===== src/rtl/control_sequencer.sv =====
// Hardwired fetch/execute sequencer: walks T0..T5 per instruction and Moore-decodes
// the datapath control strobes from the current step and the instruction register.
`timescale 1ns/1ps

module control_sequencer #(
  parameter int unsigned CNT_W = 16
) (
  input  logic             Clock,
  input  logic             Reset,
  input  logic [31:0]      IR,
  input  logic             Mem_Ready,
  input  logic             Stop,
  output logic             PC_Out,
  output logic             ZLO_Out,
  output logic             MDR_Out,
  output logic             MAR_In,
  output logic             PC_In,
  output logic             MDR_In,
  output logic             IR_In,
  output logic             Y_In,
  output logic             Z_In,
  output logic             IncPC,
  output logic             Read,
  output logic [3:0]       CONTROL,
  output logic [15:0]      R_Out,
  output logic [15:0]      R_In,
  output logic             Run,
  output logic             Illegal,
  output logic [CNT_W-1:0] Instr_Count
);

  localparam int unsigned OP_W    = 5;
  localparam int unsigned REG_W   = 4;
  localparam int unsigned NUM_GPR = 16;
  localparam int unsigned CTRL_W  = 4;

  localparam logic [OP_W-1:0] OP_ADD  = 5'b00011;
  localparam logic [OP_W-1:0] OP_SUB  = 5'b00100;
  localparam logic [OP_W-1:0] OP_AND  = 5'b01001;
  localparam logic [OP_W-1:0] OP_OR   = 5'b01010;
  localparam logic [OP_W-1:0] OP_NOP  = 5'b11010;
  localparam logic [OP_W-1:0] OP_HALT = 5'b11011;

  localparam logic [CTRL_W-1:0] ALU_IDLE = 4'b0000;
  localparam logic [CTRL_W-1:0] ALU_ADD  = 4'b0001;
  localparam logic [CTRL_W-1:0] ALU_SUB  = 4'b0010;
  localparam logic [CTRL_W-1:0] ALU_AND  = 4'b0011;
  localparam logic [CTRL_W-1:0] ALU_OR   = 4'b0100;

  typedef enum logic [2:0] {
    ST_RST,
    ST_T0,
    ST_T1,
    ST_T2,
    ST_T3,
    ST_T4,
    ST_T5,
    ST_HALT
  } state_e;

  state_e           state_q, state_d;
  logic             stop_pending_q, stop_pending_d;
  logic [CNT_W-1:0] count_q, count_d;

  logic [OP_W-1:0]   opcode;
  logic [REG_W-1:0]  ra, rb, rc;
  logic [14:0]       unused_ir_low;
  logic              op_is_alu, op_is_nop, op_is_halt;
  logic [CTRL_W-1:0] alu_ctrl;
  logic              stop_seen_c;
  state_e            after_retire_c;

  assign opcode        = IR[31:27];
  assign ra            = IR[26:23];
  assign rb            = IR[22:19];
  assign rc            = IR[18:15];
  assign unused_ir_low = IR[14:0];

  function automatic logic [NUM_GPR-1:0] gpr_sel(input logic [REG_W-1:0] idx);
    return NUM_GPR'(1) << idx;
  endfunction

  // Opcode classification and ALU function select.
  always_comb begin
    op_is_alu  = 1'b0;
    op_is_nop  = 1'b0;
    op_is_halt = 1'b0;
    alu_ctrl   = ALU_IDLE;
    case (opcode)
      OP_ADD:  begin op_is_alu = 1'b1; alu_ctrl = ALU_ADD; end
      OP_SUB:  begin op_is_alu = 1'b1; alu_ctrl = ALU_SUB; end
      OP_AND:  begin op_is_alu = 1'b1; alu_ctrl = ALU_AND; end
      OP_OR:   begin op_is_alu = 1'b1; alu_ctrl = ALU_OR;  end
      OP_NOP:  op_is_nop  = 1'b1;
      OP_HALT: op_is_halt = 1'b1;
      default: ;
    endcase
  end

  // A stop raised in the retiring cycle itself still halts after this instruction.
  assign stop_seen_c    = stop_pending_q | Stop;
  assign after_retire_c = stop_seen_c ? ST_HALT : ST_T0;

  // Next-state and Moore strobe decode.
  always_comb begin
    state_d        = state_q;
    count_d        = count_q;
    stop_pending_d = stop_pending_q | Stop;
    PC_Out         = 1'b0;
    ZLO_Out        = 1'b0;
    MDR_Out        = 1'b0;
    MAR_In         = 1'b0;
    PC_In          = 1'b0;
    MDR_In         = 1'b0;
    IR_In          = 1'b0;
    Y_In           = 1'b0;
    Z_In           = 1'b0;
    IncPC          = 1'b0;
    Read           = 1'b0;
    CONTROL        = ALU_IDLE;
    R_Out          = '0;
    R_In           = '0;
    Run            = 1'b0;
    Illegal        = 1'b0;

    case (state_q)
      ST_RST: begin
        state_d = ST_T0;
      end
      ST_T0: begin
        Run     = 1'b1;
        PC_Out  = 1'b1;
        MAR_In  = 1'b1;
        IncPC   = 1'b1;
        Z_In    = 1'b1;
        state_d = ST_T1;
      end
      ST_T1: begin
        // Strobes stay up while waiting; reloading PC from an unchanged Z is harmless.
        Run     = 1'b1;
        ZLO_Out = 1'b1;
        PC_In   = 1'b1;
        Read    = 1'b1;
        MDR_In  = 1'b1;
        if (Mem_Ready) begin
          state_d = ST_T2;
        end
      end
      ST_T2: begin
        Run     = 1'b1;
        MDR_Out = 1'b1;
        IR_In   = 1'b1;
        state_d = ST_T3;
      end
      ST_T3: begin
        Run = 1'b1;
        if (op_is_alu) begin
          R_Out   = gpr_sel(rb);
          Y_In    = 1'b1;
          state_d = ST_T4;
        end else if (op_is_nop) begin
          count_d = count_q + CNT_W'(1);
          state_d = after_retire_c;
        end else if (op_is_halt) begin
          count_d = count_q + CNT_W'(1);
          state_d = ST_HALT;
        end else begin
          Illegal = 1'b1;
          state_d = after_retire_c;
        end
      end
      ST_T4: begin
        Run     = 1'b1;
        R_Out   = gpr_sel(rc);
        CONTROL = alu_ctrl;
        Z_In    = 1'b1;
        state_d = ST_T5;
      end
      ST_T5: begin
        Run     = 1'b1;
        ZLO_Out = 1'b1;
        R_In    = gpr_sel(ra);
        count_d = count_q + CNT_W'(1);
        state_d = after_retire_c;
      end
      ST_HALT: begin
        state_d = ST_HALT;
      end
      default: begin
        state_d = ST_RST;
      end
    endcase
  end

  // State, retired count and stop request; Reset wins over everything.
  always_ff @(posedge Clock) begin
    if (Reset) begin
      state_q        <= ST_RST;
      stop_pending_q <= 1'b0;
      count_q        <= '0;
    end else begin
      state_q        <= state_d;
      stop_pending_q <= stop_pending_d;
      count_q        <= count_d;
    end
  end

  assign Instr_Count = count_q;

  // Structural invariants of the strobe decode.
  always_ff @(posedge Clock) begin
    if (!Reset) begin
      assert ($onehot0(R_Out));
      assert ($onehot0(R_In));
      assert (Run || (R_Out == '0 && R_In == '0 && CONTROL == ALU_IDLE && !Illegal));
    end
  end

endmodule


===== config.mk =====
export PLATFORM = sky130hd
export DESIGN_NAME = control_sequencer
export DESIGN_NICKNAME = d
export VERILOG_FILES = /design/src/rtl/control_sequencer.sv
export SDC_FILE = /design/constraint.sdc
export NUM_CORES = 1
export LEC_CHECK = 0
export ABC_AREA = 1
export BUFFER_PORTS_ARGS = -buffer_cell sky130_fd_sc_hd__buf_2
export CAP_MARGIN = 0
export CORE_ASPECT_RATIO = 1.4
export CORE_MARGIN = 5
export CORE_UTILIZATION = 45
export CTS_CLUSTER_SIZE = 16
export DETAILED_ROUTE_END_ITERATION = 6
export PLACE_DENSITY = 0.88
export SLEW_MARGIN = 10
export SYNTH_ARGS = -nofsm -noshare
export SYNTH_HDL_FRONTEND = slang
export SYNTH_SLANG_ARGS = --single-unit

===== constraint.sdc =====
create_clock -name Clock -period 1.5 [get_ports Clock]
set_input_delay 0.3 -clock Clock [delete_from_list [all_inputs] [get_ports Clock]]
set_output_delay 0.3 -clock Clock [all_outputs]
set_load 0.03 [all_outputs]

==> results of run 1 <==
cell usage in the layout (no fill, tap or decap), drive strengths merged:
master	count
nor2	61
buf	101
clkbuf	16
conb	1
nand3b	1
o21ai	22
o221ai	1
nand3	27
dfxtp	20
nand4	6
o21a	2
xnor2	1
inv	42
nand2	88
and3	1
a21oi	14
ha	1
nor3	20
nor3b	1
final cells by class:
type,instances,area (um2)
inverters,42,160
clock buffers,3,41.3
multi-input cells,247,1420
repair buffers,114,876
well taps,43,53.8
fillers,314,962
flip-flops and latches,20,410
timing repair:
action                                  CTS  global route
pin swaps                                 6             6
gates cloned                              1             0
buffers inserted                          2             6
gates resized for setup                  71            41
endpoints found under the setup margin   46            51
sequential cells by signal (all words and copies together) (netlist names):
| signal | flops |
|---|---|
| Instr_Count | 16 |
| state_q | 3 |
| stop_pending_q | 1 |
worst max-delay path, delay by kind of cell (launching register included):
family | cells | cell delay (ns)
compound gates | 1 | 0.08
flops | 1 | 0.36
simple gates | 4 | 0.55
buf+inv | 2 | 0.27
cell families after synthesis:
family | Yosys count | share of synthesized area, %
and+or+nand+nor | 204 | 50.4
buffers and inverters | 54 | 13.3
AOI/OAI and AO/OA | 39 | 13.0
DFF | 20 | 21.9
xor gates and xnor gates | 1 | 0.479
adders and majority gates | 1 | 0.684
other | 1 | 0.205
metal layers:
metal,vias up,GRT usage [%]
li1,1236,-
met1,1108,18.9
met2,98,43.5
met3,26,4.24
met4,0,11.3
met5,-,0
power groups by stage:
stage	logic, mW	registers [mW]	clock network [mW]
finish	1.02	0.603	0.351
global route	1.09	0.608	0.372
floorplan	0.540	0.611	0
detailed placement	0.779	0.600	0
global placement	0.765	0.600	0
CTS	0.896	0.593	0.360
path summary, 6_finish.rpt:
check	depth (start not counted)	endpoint	from
min reg2reg	1	Instr_Count[0]	Instr_Count[0]
max reg2reg	8	Instr_Count[0]	state_q[0]
max	7	R_Out[13]	state_q[1]
min	2	state_q[2]	Reset
==> impl_metrics.yaml, run 1 <==
worst_setup_path:
  endpoint_kind: "primary output"
  path_cells: "buf_6 -> nor2_4 -> nand2_4 -> nor2_4 -> nand2_1 -> o21ai_2 -> buf_6"
  start_kind: "flip-flop"
  cp.required_ns: 1.20
  critPathArrivalTime_ns: 1.51
  cp_max_fo: 8
  cpPeakStageDelay_ns: 0.36
  regToRegSetupSlack_ns: 0.10
  critPathSlowestCell: "dfxtp_4"
  crit_type: "reg -> out"
layout:
  fin_area_um2: 2960
  synthToLayoutAreaGrowth_pct: 61.7
  drive_gt1_share_pct: 43.4
  nNetsFinal: 465
  final_cells: 469
  antenna_cells: 0
  fin_util_pct: 75.4
floorplan:
  core_area_um2: 3920
  io_pins: 101
  die_h_um: 85.4
  start_util_pct: 46.6
  die_w_um: 63.9
  num_rows: 27
  dieArea_um2: 5450
route:
  drtAntennaViolNets: 0
  wire_per_inst_um: 13.2
  top_layer: "met4"
  vias: 2468
  drt-met1-wl_um: 2090
  wl_met2_um: 3500
  drc: 0
  first_pass_iters: 5
  drtIter0Drc: 236
  routed_wl_um: 6210
  wl_met3_um: 410
  via_per_inst: 5.26
placement:
  place_area_um2: 2510
  place_inst: 459
  port_buffers: 84
  pre_cts_ws_ns: -0.348
  hpwlAfterDp_um: 4580
  gp_congestion: 0.946
clock_network:
  cts_sinks: 20
  clk_latency_ns: 0.26
  ctsHoldBuffers: 0
  tritoncts: "done"
  cts_max_path_buffers: 2
  htreeDepth: 1
  numCtsBuffers: 3
  cts_root_buf: "clkbuf_8"
  path_clk_slew_ns: 0.07
sta:
  rsz0062_at_grt: "true"
  finalSetupTns_ns: -7.66
  finalCritPeriodShare_pct: 121
  maxSlewViolCount: 0
  min_period_ns: 1.81
  fin_hold_ws_ns: 0.298
  setup_slack_ns: -0.311
  setup_viol: 45
  hold_violations: 0
  finClkSkew_ns: 0.00187
  fmax_mhz: 552
flow_run:
  drv_cap: 0
min_path:
  min_path_type: "in -> reg"
logic_synthesis:
  netlist-cell-type-count: 31
  yosys-top-cells-area: "dfxtp_1, nand2_1, nor2_1, inv_1, nand3_1"
  syn_nets: 357
  yosysTopAreaCellShare_pct: 21.9
  synthCells: 320
  seq_area_frac_synth_pct: 21.9
  post_synth.cell_area_avg_um2: 5.71
  synth_seq_cells: 20
  yosys.area.top_type: "dfxtp_1"
  synth.cell_area_um2: 1830
  yosysWarnings: 0
  synth_common_cells: "nand2_1, nor2_1, inv_1, nand3_1, dfxtp_1"
  synth_ff_type: "dfxtp_1"
  synth_edf_count: 0
  synth.most_common_cell: "nand2_1"
  postSynth.asyncResetShare_pct: 0
grt:
  grt_pass1_wl_um: 9940
  grt_start_max_net_pins: 14
  grt.total_usage_pct: 21.5
  grt_pass1_vias: 2462
  grt_overflow: 0
  antenna_found_initial: 0
pwr:
  total_power_mw: 1.98
  pwr-share-seq_pct: 30.5
  p_int_mw: 1.17
  combPwrFrac_pct: 51.7
  swShare_pct: 40.8
  ir_drop_uv: 629
  powerDensity_nw_per_um2: 669
  clockPowerShare_pct: 17.8
  p_switching_mw: 0.808
  power_leakage_nw: 1.32
outcome:
  violations: "setup timing"
  status: "complete, but fails checks"
No activity file was read; power rests on OpenSTA's default activity.
==> run 2: changes to the inputs <==
--- a/config.mk
+++ b/config.mk
@@ -5,15 +5,15 @@
 export SDC_FILE = /design/constraint.sdc
 export NUM_CORES = 1
 export LEC_CHECK = 0
-export ABC_AREA = 1
+export ABC_AREA = 0
 export BUFFER_PORTS_ARGS = -buffer_cell sky130_fd_sc_hd__buf_2
 export CAP_MARGIN = 0
 export CORE_ASPECT_RATIO = 1.4
 export CORE_MARGIN = 5
-export CORE_UTILIZATION = 45
+export CORE_UTILIZATION = 42
 export CTS_CLUSTER_SIZE = 16
 export DETAILED_ROUTE_END_ITERATION = 6
-export PLACE_DENSITY = 0.88
+export PLACE_DENSITY = 0.87
 export SLEW_MARGIN = 10
 export SYNTH_ARGS = -nofsm -noshare
 export SYNTH_HDL_FRONTEND = slang
==> run 2 against run 1 <==
- the flow now stops in 5_1_grt
- synthesized cell count down 35%
- synthesized area down 17%
==> impl_metrics.yaml, run 2 <==
floorplan:
  start_util_pct: 42.6
  num_rows: 26
  die_w_um: 60.9
  io_pins: 101
  die_h_um: 81.3
clock_network:
  cts_sinks: 20
  ctsHoldBuffers: 0
  cts_root_buf: "clkbuf_8"
  cts_max_path_buffers: 2
  htreeDepth: 1
  numCtsBuffers: 3
logic_synthesis:
  yosysTopAreaCellShare_pct: 26.3
  netlist-cell-type-count: 44
  synth_common_cells: "nor2_1, dfxtp_1, nand2_1, o22ai_1, a21oi_1"
  seq_area_frac_synth_pct: 26.3
  yosys-top-cells-area: "dfxtp_1, nor2_1, o22ai_1, xor2_1, nand2_1"
  yosys.area.top_type: "dfxtp_1"
  post_synth.cell_area_avg_um2: 7.29
  synth.cell_area_um2: 1520
  synth_ff_type: "dfxtp_1"
  postSynth.asyncResetShare_pct: 0
  synth.most_common_cell: "nor2_1"
  syn_nets: 246
  synthCells: 209
  synth_seq_cells: 20
  yosysWarnings: 0
  synth_edf_count: 0
grt:
  grt_start_max_net_pins: 22
placement:
  hpwlAfterDp_um: 4570
  place_inst: 367
  port_buffers: 84
  gp_congestion: 0.823
sta:
  endpoint_type: "top-level output"
  worst_endpoint: "R_Out[5]"
outcome:
  stop_error: "[ERROR DPL-0038] Utilization greater than 100%, impossible to legalize"
  haltStage: "5_1_grt"
  status: "did not finish"
[run 2: changes by cell type after synthesis, sizes merged, moves of 7 or more]
cell and change:
nand2 -70, inv -37, nor2 -30, nand3 -24, o22ai +16, nor3 -14
o21ai -14, xor2 +8, nand2b +7, nor2b +7, o2111ai +7
[run 2: metrics by stage]
stage	area, um2	setup TNS [ns]	worst slack [ns]
4_1_cts	3380	-16.23	-0.615
3_3_place_gp	2780	-14.34	-0.631
3_5_place_dp	2780	-16.38	-0.721
2_1_floorplan	2090	-7.37	-0.367
[run 2: logic make-up after synthesis]
group	after synthesis	synth area share [%]
AND/OR/NAND/NOR	104	36.3
AO/OA/AOI/OAI	54	23.6
flip-flops	20	26.3
buffers and inverters	18	6.40
XOR/XNOR	10	5.75
adder cells (fa/ha/maj)	1	0.821
other	1	0.246
multiplexers	1	0.657
[run 2: repair_timing]
action                                  in CTS
resized for setup                          132
setup buffers                               12
endpoints found under the setup margin      53
pin swaps                                   26
==> run 3: changes to the inputs <==
--- a/config.mk
+++ b/config.mk
@@ -8,12 +8,10 @@
 export ABC_AREA = 0
 export BUFFER_PORTS_ARGS = -buffer_cell sky130_fd_sc_hd__buf_2
 export CAP_MARGIN = 0
-export CORE_ASPECT_RATIO = 1.4
 export CORE_MARGIN = 5
-export CORE_UTILIZATION = 42
-export CTS_CLUSTER_SIZE = 16
+export CORE_UTILIZATION = 35
 export DETAILED_ROUTE_END_ITERATION = 6
-export PLACE_DENSITY = 0.87
+export PLACE_DENSITY_LB_ADDON = 0.15
 export SLEW_MARGIN = 10
 export SYNTH_ARGS = -nofsm -noshare
 export SYNTH_HDL_FRONTEND = slang
==> run 3 against run 2 <==
- the flow now finishes, with violations (setup timing)
- synthesized cell count is the same
- synthesized area is the same
==> impl_metrics.yaml, run 3 <==
logic_synthesis:
  syn_nets: 246
  synth.cell_area_um2: 1520
  synthCells: 209
  yosysWarnings: 0
  synth_common_cells: "nor2_1, dfxtp_1, nand2_1, o22ai_1, a21oi_1"
  yosys-top-cells-area: "dfxtp_1, nor2_1, o22ai_1, xor2_1, nand2_1"
  seq_area_frac_synth_pct: 26.3
  post_synth.cell_area_avg_um2: 7.29
  synth_edf_count: 0
  netlist-cell-type-count: 44
  yosys.area.top_type: "dfxtp_1"
  synth_seq_cells: 20
  yosysTopAreaCellShare_pct: 26.3
  postSynth.asyncResetShare_pct: 0
  synth_ff_type: "dfxtp_1"
  synth.most_common_cell: "nor2_1"
floorplan:
  io_pins: 101
  start_util_pct: 35.5
  num_rows: 24
  die_h_um: 76.0
  core_area_um2: 4290
  dieArea_um2: 5770
  die_w_um: 76.0
clock_network:
  numCtsBuffers: 3
  cts_root_buf: "clkbuf_8"
  cts_sinks: 20
  tritoncts: "done"
  ctsHoldBuffers: 0
  htreeDepth: 1
  path_clk_slew_ns: 0.08
  clk_latency_ns: 0.27
  cts_max_path_buffers: 2
sta:
  setup_slack_ns: -0.574
  min_period_ns: 2.07
  rsz0062_at_grt: "true"
  finalCritPeriodShare_pct: 138
  hold_violations: 0
  setup_viol: 59
  maxSlewViolCount: 0
  fmax_mhz: 482
  finClkSkew_ns: 0.00628
worst_setup_path:
  cpPeakStageDelay_ns: 0.54
  critPathSlowestCell: "or4b_4"
  cp_max_fo: 6
  crit_type: "in -> out"
  start_kind: "primary input"
  r2r_end: "Instr_Count[13]"
  regToRegSetupSlack_ns: -0.21
  timing.rr.start: "state_q[0]"
  endpoint_kind: "primary output"
  critPathArrivalTime_ns: 1.77
  crit_top_cell: "buf_6"
  cp.required_ns: 1.20
  reg2reg_depth: 6
  path_cells: "buf_6 -> or4b_4 -> o31ai_4 -> o2111ai_4 -> o22ai_4 -> buf_6"
route:
  drtAntennaViolNets: 0
  drtIter0Drc: 93
  first_pass_iters: 4
  wire_per_inst_um: 17.2
  vias: 2167
  via_per_inst: 5.44
  drc: 0
  routed_wl_um: 6850
pwr:
  ir_drop_uv: 491
  power_leakage_nw: 1.43
  powerDensity_nw_per_um2: 439
placement:
  place_area_um2: 2800
  hpwlAfterDp_um: 4230
  gp_congestion: 0.829
  pre_cts_ws_ns: -0.631
  port_buffers: 84
layout:
  mostFrequentLayoutCells: "buf_6, buf_4, buf_2, nor2_4, nor2_1"
  fin_area_um2: 3630
  nNetsFinal: 384
  fin_util_pct: 84.6
  drive_gt1_share_pct: 73.4
  antenna_cells: 0
  largest_register_ffs: 16
  final_common_cell: "buf_6"
  synthToLayoutAreaGrowth_pct: 138
min_path:
  min_path_type: "in -> reg"
  min_to: "stop_pending_q"
  hold_depth: 3
  holdCritStartpoint: "Stop"
outcome:
  status: "complete, but fails checks"
  violations: "setup timing"
flow_run:
  drv_cap: 0
grt:
  grt_overflow: 0
  grt_start_max_net_pins: 22
  grt_pass1_vias: 2243
  grt.total_usage_pct: 22.6
  antenna_found_initial: 0
  grt_pass1_wl_um: 11000
## run 3: final cells by class
cell class / instances / area [um2]
multi-input combinational: 171 / 1730
tap: 52 / 65.1
sequential: 20 / 430
clock buffer: 4 / 45.0
fill: 216 / 662
timing repair buffer: 146 / 1340
inverter: 5 / 18.8
## run 3: kinds of logic (layout without fill, tap and decap cells)
family | after synthesis | after routing | synth area share (%)
compound gates | 54 | 54 | 23.6
xor+xnor | 10 | 10 | 5.75
fa+ha+maj | 1 | 1 | 0.821
buf+inv | 18 | 155 | 6.40
flops | 20 | 20 | 26.3
mux | 1 | 1 | 0.657
other cells | 1 | 1 | 0.246
simple gates | 104 | 104 | 36.3
## run 3: critical path, delay by kind of cell
kind,cells,cell delay [ns]
buffers and inverters,2,0.25
and+or+nand+nor,1,0.54
AOI/OAI and AO/OA,3,0.67
## run 3: worst max-delay path by stage
stage                     startpoint       end  slack (ns)
after global routing          IR[28]  R_Out[3]       -0.64
after global placement        IR[28]  R_Out[1]       -0.61
after CTS                     IR[28]  R_Out[3]       -0.58
after detailed placement      IR[28]  R_Out[1]       -0.63
after floorplan               IR[28]  R_Out[1]       -0.37
final                         IR[28]  R_Out[3]       -0.57
## run 3: per-layer routing
metal	up-vias	GRT usage (%)	wire length (um)
li1	1049	-	-
met1	1016	26.6	2750
met2	85	39.1	3540
met3	17	5.56	400
met4	0	8.19	155
met5	-	0	0
## run 3: metrics by stage
step / TNS [ns] / hold slack [ns] / power [mW] / cells
after floorplan: -7.37 / 0.438 / 0.888 / 209
after global placement: -16.20 / 0.459 / 1.02 / 377
after detailed placement: -17.23 / 0.474 / 1.03 / 377
after CTS: -18.16 / 0.293 / 1.54 / 394
after global routing: -22.55 / 0.358 / 1.65 / 398
final: -19.36 / 0.345 / 1.59 / 398
## run 3: timing repair
item                       CTS  global route
setup endpoints to repair   58            64
pin swaps                   23            14
gates resized for setup    132            43
gates cloned                 1             0
buffers inserted            12             6
## run 3: where the power goes
group	switching, mW	internal (mW)	total [mW]
registers	0.0132	0.538	0.552
clock network	0.185	0.190	0.375
logic	0.364	0.303	0.666
==> run 4: changes to the inputs <==
--- a/config.mk
+++ b/config.mk
@@ -5,7 +5,7 @@
 export SDC_FILE = /design/constraint.sdc
 export NUM_CORES = 1
 export LEC_CHECK = 0
-export ABC_AREA = 0
+export ABC_AREA = 1
 export BUFFER_PORTS_ARGS = -buffer_cell sky130_fd_sc_hd__buf_2
 export CAP_MARGIN = 0
 export CORE_MARGIN = 5
==> run 4 against run 3 <==
- the flow still finishes with violations (setup timing)
- register-to-register slack better by 0.20 ns
- global-route usage fell by 6.0 points
- setup slack better by 0.26 ns
- combinational power up 49%
- final cell count rose by 25%
- sequential cell count unchanged
- sequential share of layout area rose by 1.7 points
- fmax rose by 15%
- critical path depth is 1 lower
- highest routed layer unchanged
==> impl_metrics.yaml, run 4 (synthesis gave the netlist of run 1 again) <==
outcome:
  status: "complete, but fails checks"
  violations: "setup timing"
layout:
  fin_area_um2: 3030
  n_fill_cell: 502
  synthToLayoutAreaGrowth_pct: 65.6
  largest_register_ffs: 16
  final_common_cell: "nand2_1"
  drive_gt1_share_pct: 44.0
  nNetsFinal: 465
  mostFrequentLayoutCells: "nand2_1, nor2_1, buf_2, buf_4, inv_1"
  final_cells: 497
  antenna_cells: 0
placement:
  place_area_um2: 2580
  gp_congestion: 0.834
  port_buffers: 84
  place_inst: 489
  hpwlAfterDp_um: 4390
sta:
  fmax_mhz: 553
  rsz0062_at_grt: "true"
  min_period_ns: 1.81
  setup_slack_ns: -0.310
  finClkSkew_ns: 0.00226
  finalCritPeriodShare_pct: 121
  maxSlewViolCount: 0
  setup_viol: 48
  hold_violations: 0
grt:
  grt_pass1_wl_um: 9180
  grt_pass1_vias: 2180
  antenna_found_initial: 0
  grt.total_usage_pct: 16.5
  grt_start_max_net_pins: 19
  grt_overflow: 0
worst_setup_path:
  crit_type: "reg -> out"
  critPathBufInv: 2
  path_cells: "nor3_2 -> nand2_4 -> buf_12 -> o21ai_2 -> buf_2"
  endpoint_kind: "primary output"
  reg2reg_depth: 10
  critPathSlowestCell: "dfxtp_4"
  start_kind: "flip-flop"
  cp.depth: 5
  cp.required_ns: 1.20
  cp_top_family: "buffers and inverters"
  cp_max_fo: 18
  cpPeakStageDelay_ns: 0.36
  critPathArrivalTime_ns: 1.51
clock_network:
  htreeDepth: 1
  numCtsBuffers: 3
  cts_max_path_buffers: 2
  clk_latency_ns: 0.26
  cts_sinks: 20
  path_clk_slew_ns: 0.07
  tritoncts: "done"
  cts_root_buf: "clkbuf_8"
pwr:
  power_leakage_nw: 1.37
  ir_drop_uv: 354
  powerDensity_nw_per_um2: 663
floorplan:
  die_w_um: 82.3
  core_area_um2: 5070
  start_util_pct: 36.0
  num_rows: 26
  io_pins: 101
  die_h_um: 82.3
  dieArea_um2: 6770
route:
  routed_wl_um: 5620
  via_per_inst: 4.76
  drc: 0
  vias: 2367
  wire_per_inst_um: 11.3
  drtAntennaViolNets: 0
  drtIter0Drc: 152
  first_pass_iters: 4
min_path:
  hold_depth: 3
  min_path_type: "in -> reg"
flow_run:
  drv_cap: 0
run 4: cell count changes in the layout (fill, tap and decap cells not counted), sizes merged, moves of 16 or more:
cell,previous run,this run
buf,145,115
inv,5,42
nand2,17,87
nand3,3,27
nor2,31,61
o22ai,16,0
run 4: per-layer routing:
metal | GRT usage (%) | vias to the layer above | share of wire, %
li1 | - | 1241 | -
met1 | 21.6 | 1053 | 43
met2 | 28.4 | 67 | 51
met3 | 1.95 | 6 | 4.4
met4 | 4.65 | 0 | 1.1
met5 | 0 | - | 0
run 4: per-stage QoR:
| step | TNS, ns | hold WS [ns] | util (%) | total power [mW] | setup WS, ns |
|---|---|---|---|---|---|
| CTS | -9.12 | 0.285 | 58.1 | 2.01 | -0.301 |
| finish | -10.28 | 0.295 | 59.6 | 2.01 | -0.310 |
| detailed placement | -6.94 | 0.455 | 50.9 | 1.39 | -0.347 |
| floorplan | -3.21 | 0.432 | - | 1.15 | -0.0991 |
| global placement | -6.34 | 0.447 | 50.9 | 1.39 | -0.324 |
| global route | -14.17 | 0.298 | 59.6 | 2.12 | -0.363 |
run 4: report_power, final:
part / internal, mW / switching, mW / total (mW)
logic: 0.414 / 0.579 / 0.993
clock network: 0.234 / 0.183 / 0.416
registers: 0.566 / 0.0314 / 0.597
total: 1.21 / 0.793 / 2.01
run 4: path summary, 6_finish.rpt:
check                               startpoint        endpoint  slack, ns
worst max-delay path                state_q[0]        R_Out[3]      -0.31
worst min-delay path                      Stop  stop_pending_q       0.30
worst max register to register      state_q[1]  Instr_Count[0]      -0.01
worst min register to register  Instr_Count[0]  Instr_Count[0]       0.47
run 4: what timing repair did:
action                     in CTS  in global routing
buffers inserted                4                  1
hold buffers                    0                  0
setup endpoints to repair      46                 56
pin swaps                      11                  8
resized for setup              96                 18
run 4: cell type report:
class / instances / area, um2 / area share (%)
clock buffers: 4 / 55.1 / 1.82
inverters: 42 / 163 / 5.37
multi-input cells: 246 / 1410 / 46.5
flip-flops and latches: 20 / 409 / 13.5
well taps: 70 / 87.6 / 2.89
repair buffers: 115 / 906 / 29.9
run 4: worst register-to-register path, delay by kind of cell, from the launching register on:
kind,cells,cell delay (ns)
compound gates,2,0.18
buf+inv,5,0.52
flops,1,0.35
simple gates,3,0.35
